<file path="src/rtl/dcache_pkg.sv">
// Shared types, address-split widths and address helpers for the data cache.
// The cache geometry is fixed here; dcache_ctrl's parameters default to these values.
package dcache_pkg;

  localparam int DC_NUM_LINES      = 16;
  localparam int DC_WORDS_PER_LINE = 4;
  localparam int DC_ADDR_W         = 32;

  localparam int WORD_SEL_W = $clog2(DC_WORDS_PER_LINE);
  localparam int OFFSET_W   = WORD_SEL_W + 2;
  localparam int INDEX_W    = $clog2(DC_NUM_LINES);
  localparam int TAG_W      = DC_ADDR_W - INDEX_W - OFFSET_W;

  typedef enum logic [1:0] {
    IDLE       = 2'd0,
    REFILL     = 2'd1,
    WRITE_THRU = 2'd2
  } state_e;

  function automatic logic [INDEX_W-1:0] get_index(input logic [DC_ADDR_W-1:0] addr);
    return addr[OFFSET_W +: INDEX_W];
  endfunction

  function automatic logic [TAG_W-1:0] get_tag(input logic [DC_ADDR_W-1:0] addr);
    return addr[DC_ADDR_W-1 -: TAG_W];
  endfunction

  function automatic logic [WORD_SEL_W-1:0] get_word(input logic [DC_ADDR_W-1:0] addr);
    return addr[2 +: WORD_SEL_W];
  endfunction

endpackage

</file>
<file path="src/rtl/dcache_array.sv">
// Valid/tag/data storage: combinational lookup, byte-enabled word write,
// tag+valid write; reset clears every valid bit.
module dcache_array #(
  parameter int NUM_LINES      = 16,
  parameter int WORDS_PER_LINE = 4,
  parameter int TAG_W          = 26,
  localparam int IW            = $clog2(NUM_LINES),
  localparam int WW            = $clog2(WORDS_PER_LINE)
) (
  input  logic             clk,
  input  logic             reset,
  input  logic [IW-1:0]    rd_index,
  input  logic [WW-1:0]    rd_word,
  output logic             rd_valid,
  output logic [TAG_W-1:0] rd_tag,
  output logic [31:0]      rd_data,
  input  logic             wr_en,
  input  logic [IW-1:0]    wr_index,
  input  logic [WW-1:0]    wr_word,
  input  logic [31:0]      wr_data,
  input  logic [3:0]       wr_be,
  input  logic             tag_we,
  input  logic [IW-1:0]    tag_index,
  input  logic             tag_valid,
  input  logic [TAG_W-1:0] tag_wdata
);

  logic [NUM_LINES-1:0] valid_q, valid_d;
  logic [TAG_W-1:0]     tag_mem  [NUM_LINES];
  logic [31:0]          data_mem [NUM_LINES*WORDS_PER_LINE];

  // Lookup is purely combinational so a hit resolves in the request cycle
  assign rd_valid = valid_q[rd_index];
  assign rd_tag   = tag_mem[rd_index];
  assign rd_data  = data_mem[{rd_index, rd_word}];

  // Next valid vector: a tag write sets or clears the line's valid bit
  always_comb begin
    valid_d = valid_q;
    if (tag_we) valid_d[tag_index] = tag_valid;
  end

  // Valid bits are the only storage that needs clearing on reset
  always_ff @(posedge clk) begin
    if (reset) valid_q <= '0;
    else       valid_q <= valid_d;
  end

  // Tag storage; contents are meaningless while the line is invalid
  always_ff @(posedge clk) begin
    if (tag_we) tag_mem[tag_index] <= tag_wdata;
  end

  // Byte-lane merge of the written word
  always_ff @(posedge clk) begin
    for (int b = 0; b < 4; b++) begin
      if (wr_en && wr_be[b]) data_mem[{wr_index, wr_word}][b*8 +: 8] <= wr_data[b*8 +: 8];
    end
  end

endmodule

</file>
<file path="src/rtl/dcache_ctrl.sv">
// Direct-mapped, write-through, no-write-allocate data cache controller.
module dcache_ctrl
  import dcache_pkg::*;
#(
  parameter int NUM_LINES      = DC_NUM_LINES,
  parameter int WORDS_PER_LINE = DC_WORDS_PER_LINE,
  parameter int ADDR_W         = DC_ADDR_W
) (
  input  logic              clk,
  input  logic              reset,
  input  logic              cpu_read,
  input  logic              cpu_write,
  input  logic [ADDR_W-1:0] cpu_addr,
  input  logic [31:0]       cpu_wdata,
  input  logic [3:0]        cpu_be,
  output logic [31:0]       cpu_rdata,
  output logic              cache_hit,
  output logic              cache_stall,
  output logic              mem_req,
  output logic              mem_we,
  output logic [ADDR_W-1:0] mem_addr,
  output logic [31:0]       mem_wdata,
  output logic [3:0]        mem_be,
  input  logic [31:0]       mem_rdata,
  input  logic              mem_ready,
  output logic [31:0]       hit_count,
  output logic [31:0]       miss_count
);

  localparam logic [WORD_SEL_W-1:0] LAST_WORD = WORD_SEL_W'(WORDS_PER_LINE - 1);

  state_e                     state_q, state_d;
  logic [ADDR_W-OFFSET_W-1:0] line_q, line_d;    // refill line base (upper bits)
  logic [WORD_SEL_W-1:0]      cnt_q, cnt_d;      // refill word counter
  logic [ADDR_W-3:0]          wa_q, wa_d;        // write-through word address
  logic [31:0]                wd_q, wd_d;
  logic [3:0]                 be_q, be_d;
  logic [31:0]                hit_cnt_q, hit_cnt_d;
  logic [31:0]                miss_cnt_q, miss_cnt_d;

  logic [INDEX_W-1:0]    lk_index, rf_index, arr_wr_index, arr_tag_index;
  logic [TAG_W-1:0]      lk_tag, rf_tag, arr_rd_tag, arr_tag_wdata;
  logic [WORD_SEL_W-1:0] lk_word, arr_wr_word;
  logic [ADDR_W-1:0]     rf_addr;
  logic                  arr_rd_valid, lk_hit;
  logic                  arr_wr_en, arr_tag_we, arr_tag_valid;
  logic [31:0]           arr_wr_data;
  logic [3:0]            arr_wr_be;

  assign lk_index = get_index(cpu_addr);
  assign lk_tag   = get_tag(cpu_addr);
  assign lk_word  = get_word(cpu_addr);
  assign rf_addr  = {line_q, {OFFSET_W{1'b0}}};
  assign rf_index = get_index(rf_addr);
  assign rf_tag   = get_tag(rf_addr);
  assign lk_hit   = arr_rd_valid && (arr_rd_tag == lk_tag);

  assign hit_count  = hit_cnt_q;
  assign miss_count = miss_cnt_q;

  dcache_array #(
    .NUM_LINES      (NUM_LINES),
    .WORDS_PER_LINE (WORDS_PER_LINE),
    .TAG_W          (TAG_W)
  ) u_array (
    .clk       (clk),
    .reset     (reset),
    .rd_index  (lk_index),
    .rd_word   (lk_word),
    .rd_valid  (arr_rd_valid),
    .rd_tag    (arr_rd_tag),
    .rd_data   (cpu_rdata),
    .wr_en     (arr_wr_en),
    .wr_index  (arr_wr_index),
    .wr_word   (arr_wr_word),
    .wr_data   (arr_wr_data),
    .wr_be     (arr_wr_be),
    .tag_we    (arr_tag_we),
    .tag_index (arr_tag_index),
    .tag_valid (arr_tag_valid),
    .tag_wdata (arr_tag_wdata)
  );

  // Next-state, array write port and bus outputs for the three-state controller
  always_comb begin
    state_d       = state_q;
    line_d        = line_q;
    cnt_d         = cnt_q;
    wa_d          = wa_q;
    wd_d          = wd_q;
    be_d          = be_q;
    hit_cnt_d     = hit_cnt_q;
    miss_cnt_d    = miss_cnt_q;
    cache_hit     = 1'b0;
    cache_stall   = 1'b0;
    mem_req       = 1'b0;
    mem_we        = 1'b0;
    mem_addr      = '0;
    mem_wdata     = '0;
    mem_be        = '0;
    arr_wr_en     = 1'b0;
    arr_wr_index  = lk_index;
    arr_wr_word   = lk_word;
    arr_wr_data   = cpu_wdata;
    arr_wr_be     = cpu_be;
    arr_tag_we    = 1'b0;
    arr_tag_index = lk_index;
    arr_tag_valid = 1'b0;
    arr_tag_wdata = lk_tag;
    unique case (state_q)
      IDLE: begin
        if (cpu_write) begin
          // Store wins over a simultaneous load; update the copy only on a hit
          cache_stall = 1'b1;
          arr_wr_en   = lk_hit;
          wa_d        = cpu_addr[ADDR_W-1:2];
          wd_d        = cpu_wdata;
          be_d        = cpu_be;
          state_d     = WRITE_THRU;
        end else if (cpu_read) begin
          if (lk_hit) begin
            cache_hit = 1'b1;
            hit_cnt_d = hit_cnt_q + 32'd1;
          end else begin
            // Invalidate the victim now so a half-filled line is never hit
            cache_stall = 1'b1;
            miss_cnt_d  = miss_cnt_q + 32'd1;
            line_d      = cpu_addr[ADDR_W-1:OFFSET_W];
            cnt_d       = '0;
            arr_tag_we  = 1'b1;
            state_d     = REFILL;
          end
        end
      end
      REFILL: begin
        mem_req       = 1'b1;
        cache_stall   = 1'b1;
        mem_addr      = {line_q, cnt_q, 2'b00};
        arr_wr_index  = rf_index;
        arr_wr_word   = cnt_q;
        arr_wr_data   = mem_rdata;
        arr_wr_be     = 4'hF;
        arr_tag_index = rf_index;
        arr_tag_wdata = rf_tag;
        if (mem_ready) begin
          arr_wr_en = 1'b1;
          cnt_d     = cnt_q + WORD_SEL_W'(1);
          if (cnt_q == LAST_WORD) begin
            arr_tag_we    = 1'b1;
            arr_tag_valid = 1'b1;
            state_d       = IDLE;
          end
        end
      end
      WRITE_THRU: begin
        mem_req     = 1'b1;
        mem_we      = 1'b1;
        mem_addr    = {wa_q, 2'b00};
        mem_wdata   = wd_q;
        mem_be      = be_q;
        cache_stall = ~mem_ready;
        if (mem_ready) state_d = IDLE;
      end
      default: state_d = IDLE;
    endcase
  end

  // State, latches and counters; reset aborts any bus transaction in flight
  always_ff @(posedge clk) begin
    if (reset) begin
      state_q    <= IDLE;
      line_q     <= '0;
      cnt_q      <= '0;
      wa_q       <= '0;
      wd_q       <= '0;
      be_q       <= '0;
      hit_cnt_q  <= '0;
      miss_cnt_q <= '0;
    end else begin
      state_q    <= state_d;
      line_q     <= line_d;
      cnt_q      <= cnt_d;
      wa_q       <= wa_d;
      wd_q       <= wd_d;
      be_q       <= be_d;
      hit_cnt_q  <= hit_cnt_d;
      miss_cnt_q <= miss_cnt_d;
    end
  end

endmodule

</file>
<file path="config.mk">
export PLATFORM = sky130hd
export DESIGN_NAME = dcache_ctrl
export DESIGN_NICKNAME = d
export VERILOG_FILES = /design/src/rtl/dcache_pkg.sv /design/src/rtl/dcache_array.sv /design/src/rtl/dcache_ctrl.sv
export SDC_FILE = /design/constraint.sdc
export NUM_CORES = 2
export LEC_CHECK = 0
export BUFFER_PORTS_ARGS = -buffer_cell sky130_fd_sc_hd__buf_2
export CAP_MARGIN = 10
export CORE_ASPECT_RATIO = 0.8
export CORE_UTILIZATION = 55
export DETAILED_ROUTE_END_ITERATION = 10
export GPL_ROUTABILITY_DRIVEN = 0
export PLACE_DENSITY = 0.74
export SETUP_SLACK_MARGIN = 0.05
export SLEW_MARGIN = 20
export SYNTH_ARGS = -nofsm -noshare
export SYNTH_HDL_FRONTEND = slang
export SYNTH_HIERARCHICAL = 1
export SYNTH_SLANG_ARGS = --single-unit
</file>
<file path="constraint.sdc">
create_clock -name clk -period 5.97 [get_ports clk]
set_clock_uncertainty 0.2 [all_clocks]
set_input_delay 0.597 -clock clk [delete_from_list [all_inputs] [get_ports clk]]
set_output_delay 0.597 -clock clk [all_outputs]
set_load 0.1 [all_outputs]
</file>
==> flow_summary.yaml <==
status:
  outcome: "finished, violations left"
  violations: "design-rule violations"
routing:
  wirelength_mm: 271
  drtAntennaViolNets: 0
  drc: 108
  vias: 56400
  wire_per_inst_um: 31.0
  drt-initial-drc-count: 9063
  vias_per_cell: 6.45
  firstDrtPassIters: 11
synthesis:
  syn_avg_cell_area_sq_um: 19.4
  yosysWarnings: 6
  synth-async-reset-ratio: 0
  ys_types: 64
  synth_edf_count: 2432
  yosysSeqAreaShare: 0.743
  synthFlopType: "edfxtp_1"
  synth-seq-cells: 2610
  syn_inst: 5307
  synth_area_sq_mm: 0.103
floorplan:
  io_pins: 273
  die_h_um: 389
  die_x_um: 486
  core_sq_mm: 0.185
  die_area_sq_mm: 0.189
  rows: 141
  initial_core_util: 0.556
timing:
  setup_viol: 0
  maxSlewViolCount: 0
  tns_ps: 0
  fin_crit_ps: 5460
  setup_ws_ps: 505
  hold_viol_final: 0
  worst_pin_slew_ps: 1210
  fmax_ghz: 0.183
  grt_setup_unrepaired: "false"
  timing.final.crit_share: 0.915
  max_slew_margin: 0.192
clocking:
  htree_num_levels: 4
  post_cts_buffers: 0
  cts_resized: 0
  clk_pin_slew_ps: 70
  cts-root-buf: "clkbuf_16"
  cts_sinks: 2610
  clock_path_buffers: 3
  cts_tree: "done"
  hold_buffers: 66
  insertion_delay_ps: 890
  cts_buffers: 233
finish:
  layout-drive-gt1-share: 0.297
  layoutNonFillerInstCount: 8734
  stdcell_area_sq_mm: 0.119
  fill_cells: 12100
  area_delta_synth_final_pct: 15.4
  nNetsFinal: 6133
global_routing:
  grt_start_max_net_pins: 123
  antenna_found_initial: 6
  grt_remaining_overflow: 0
  grt_pass1_vias: 54700
  grt_usage: 0.286
  grt_first_pass_wirelength_mm: 387
pwr:
  cellLeakagePower_uw: 0.0387
  power_uw: 38800
  power_density_mw_per_mm2: 326
  vdd_drop_max_mv: 0.300
placed_design:
  place_inst: 8219
  dp_slack_ps: 306
  port_buffers: 268
  dp.final_hpwl_mm: 168
  place_area_sq_mm: 0.110
worst_setup_path:
  r2r_slack_ps: 1100
  path_max_fanout: 17
  cp-end-kind: "output port"
  arrival_ps: 4670
  crit_required_ps: 5170
  crit_type: "reg2out"
  start_kind: "flop"
flow_run:
  max_cap_viol_count: 0
worst_hold_path:
  hold_class: "in2reg"
-- synth_stat cells (all sizes together) (5+ instances only) --
cell type,count,area [sq um]
mux2,73,822
o21ai,55,275
nor4,11,111
o31ai,20,150
nor3b,6,45.0
mux4,659,14800
nor2,361,1360
a221o,11,110
a21boi,31,233
o22ai,23,144
a2111oi,8,76.3
xnor2,50,438
buf,135,766
ha,7,87.6
or2,9,56.3
or4,14,105
o21a,6,45.0
nor3,18,101
o211a,11,110
inv,43,161
a221oi,6,52.6
and3,27,169
nand4,25,163
a22oi,68,510
a211oi,32,240
edfxtp,2432,73000
nor2b,30,188
and2,53,332
a21oi,129,649
nand2,332,1250
dfxtp,178,3560
or3,12,75.1
o221ai,20,175
nand3b,5,37.5
nand3,49,263
clkbuf,177,664
mux2i,139,1390
nand2b,14,87.6
-- path summary, 6_finish.rpt --
| kind | start | end | cells past startpoint |
|---|---|---|---|
| worst min register to register | wd_q[24] | wd_q[24] | 2 |
| worst max register to register | u_array/tag_mem[7][14] | u_array/data_mem[8][28] | 12 |
| worst max-delay path | u_array/tag_mem[7][14] | cache_stall | 10 |
| worst min-delay path | reset | line_q[9] | 2 |
-- state kept, by name (all words and copies together) (netlist names) --
| register | cells |
|---|---|
| u_array/tag_mem | 384 |
| line_q | 28 |
| cnt_q | 2 |
| miss_count | 32 |
| hit_count | 32 |
| state_q | 2 |
| u_array/data_mem | 2048 |
| wa_q | 30 |
| be_q | 4 |
| u_array/valid_q | 16 |
| wd_q | 32 |
-- critical path: stages (launching register included) --
cell      delay [ps]
edfxtp_1         400
mux4_2           500
mux4_2           510
xnor2_1          350
nand4_1          220
nor4_4           590
buf_4            350
a21boi_0         200
o21ai_0          210
a21oi_1          150
buf_2            330
-- logic make-up after synthesis --
logic type,count (synthesis),share of synthesized area
AND/OR/NAND/NOR,975,0.0428
flip-flops,2610,0.743
XOR/XNOR,50,0.00425
other,1,0.0000364
multiplexers,871,0.165
adder cells (fa/ha/maj),7,0.000849
AO/OA/AOI/OAI,437,0.0283
buffers and inverters,356,0.0155
-- through the flow --
stage / hold WS [ps] / util
after floorplan: 232 / -
after global placement: 237 / 0.595
after detailed placement: 244 / 0.595
after CTS: 20.8 / 0.641
after global routing: 69.9 / 0.641
final: 62.4 / 0.641
-- per-layer routing --
| metal | part of all wire | global-route usage | vias up | wire length [um] |
|---|---|---|---|---|
| met2 | 0.46 | 0.429 | 3624 | 124000 |
| met4 | 0.035 | 0.0915 | 5 | 9360 |
| li1 | - | - | 23000 | - |
| met1 | 0.38 | 0.409 | 29200 | 103000 |
| met3 | 0.13 | 0.0798 | 541 | 34300 |
| met5 | 0.0016 | 0.0163 | - | 432 |
-- report_power, final --
group	internal (uW)	total, uW	leakage, uW	switching, uW
Combinational	939	3100	0.0116	2160
Clock	8590	15300	0.00378	6720
Sequential	20300	20400	0.0233	36.9
-- layout make-up --
cell class	instances	area (sq um)	area share
flip-flops and latches	2610	76600	0.644
multi-input cells	2342	25200	0.211
repair buffers	790	6080	0.0512
clock inverters	149	1690	0.0142
clock buffers	288	6110	0.0514
well taps	2502	3130	0.0263
inverters	44	165	0.00139
diodes	9	22.5	0.000189
-- placed cells by master, fill, tap and decap left out, types with 23 or more instances in the layout --
cell / instances
a21boi_0: 31
a211oi_1: 32
nor2b_1: 25
dfxtp_1: 178
buf_4: 431
mux2_2: 68
mux2i_1: 139
mux4_2: 659
inv_1: 43
a22oi_1: 68
a21oi_1: 128
nand3_1: 47
dlygate4sd3_1: 66
buf_12: 45
nand4_1: 24
and2_1: 52
o22ai_1: 23
buf_2: 243
nor2_1: 346
and3_1: 27
edfxtp_1: 2432
clkinv_1: 48
nand2_1: 327
o21ai_0: 51
clkbuf_16: 234
xnor2_1: 50
clkbuf_1: 49
bufinv_16: 30
clkinv_2: 41
No activity file was read; power rests on OpenSTA's default activity.
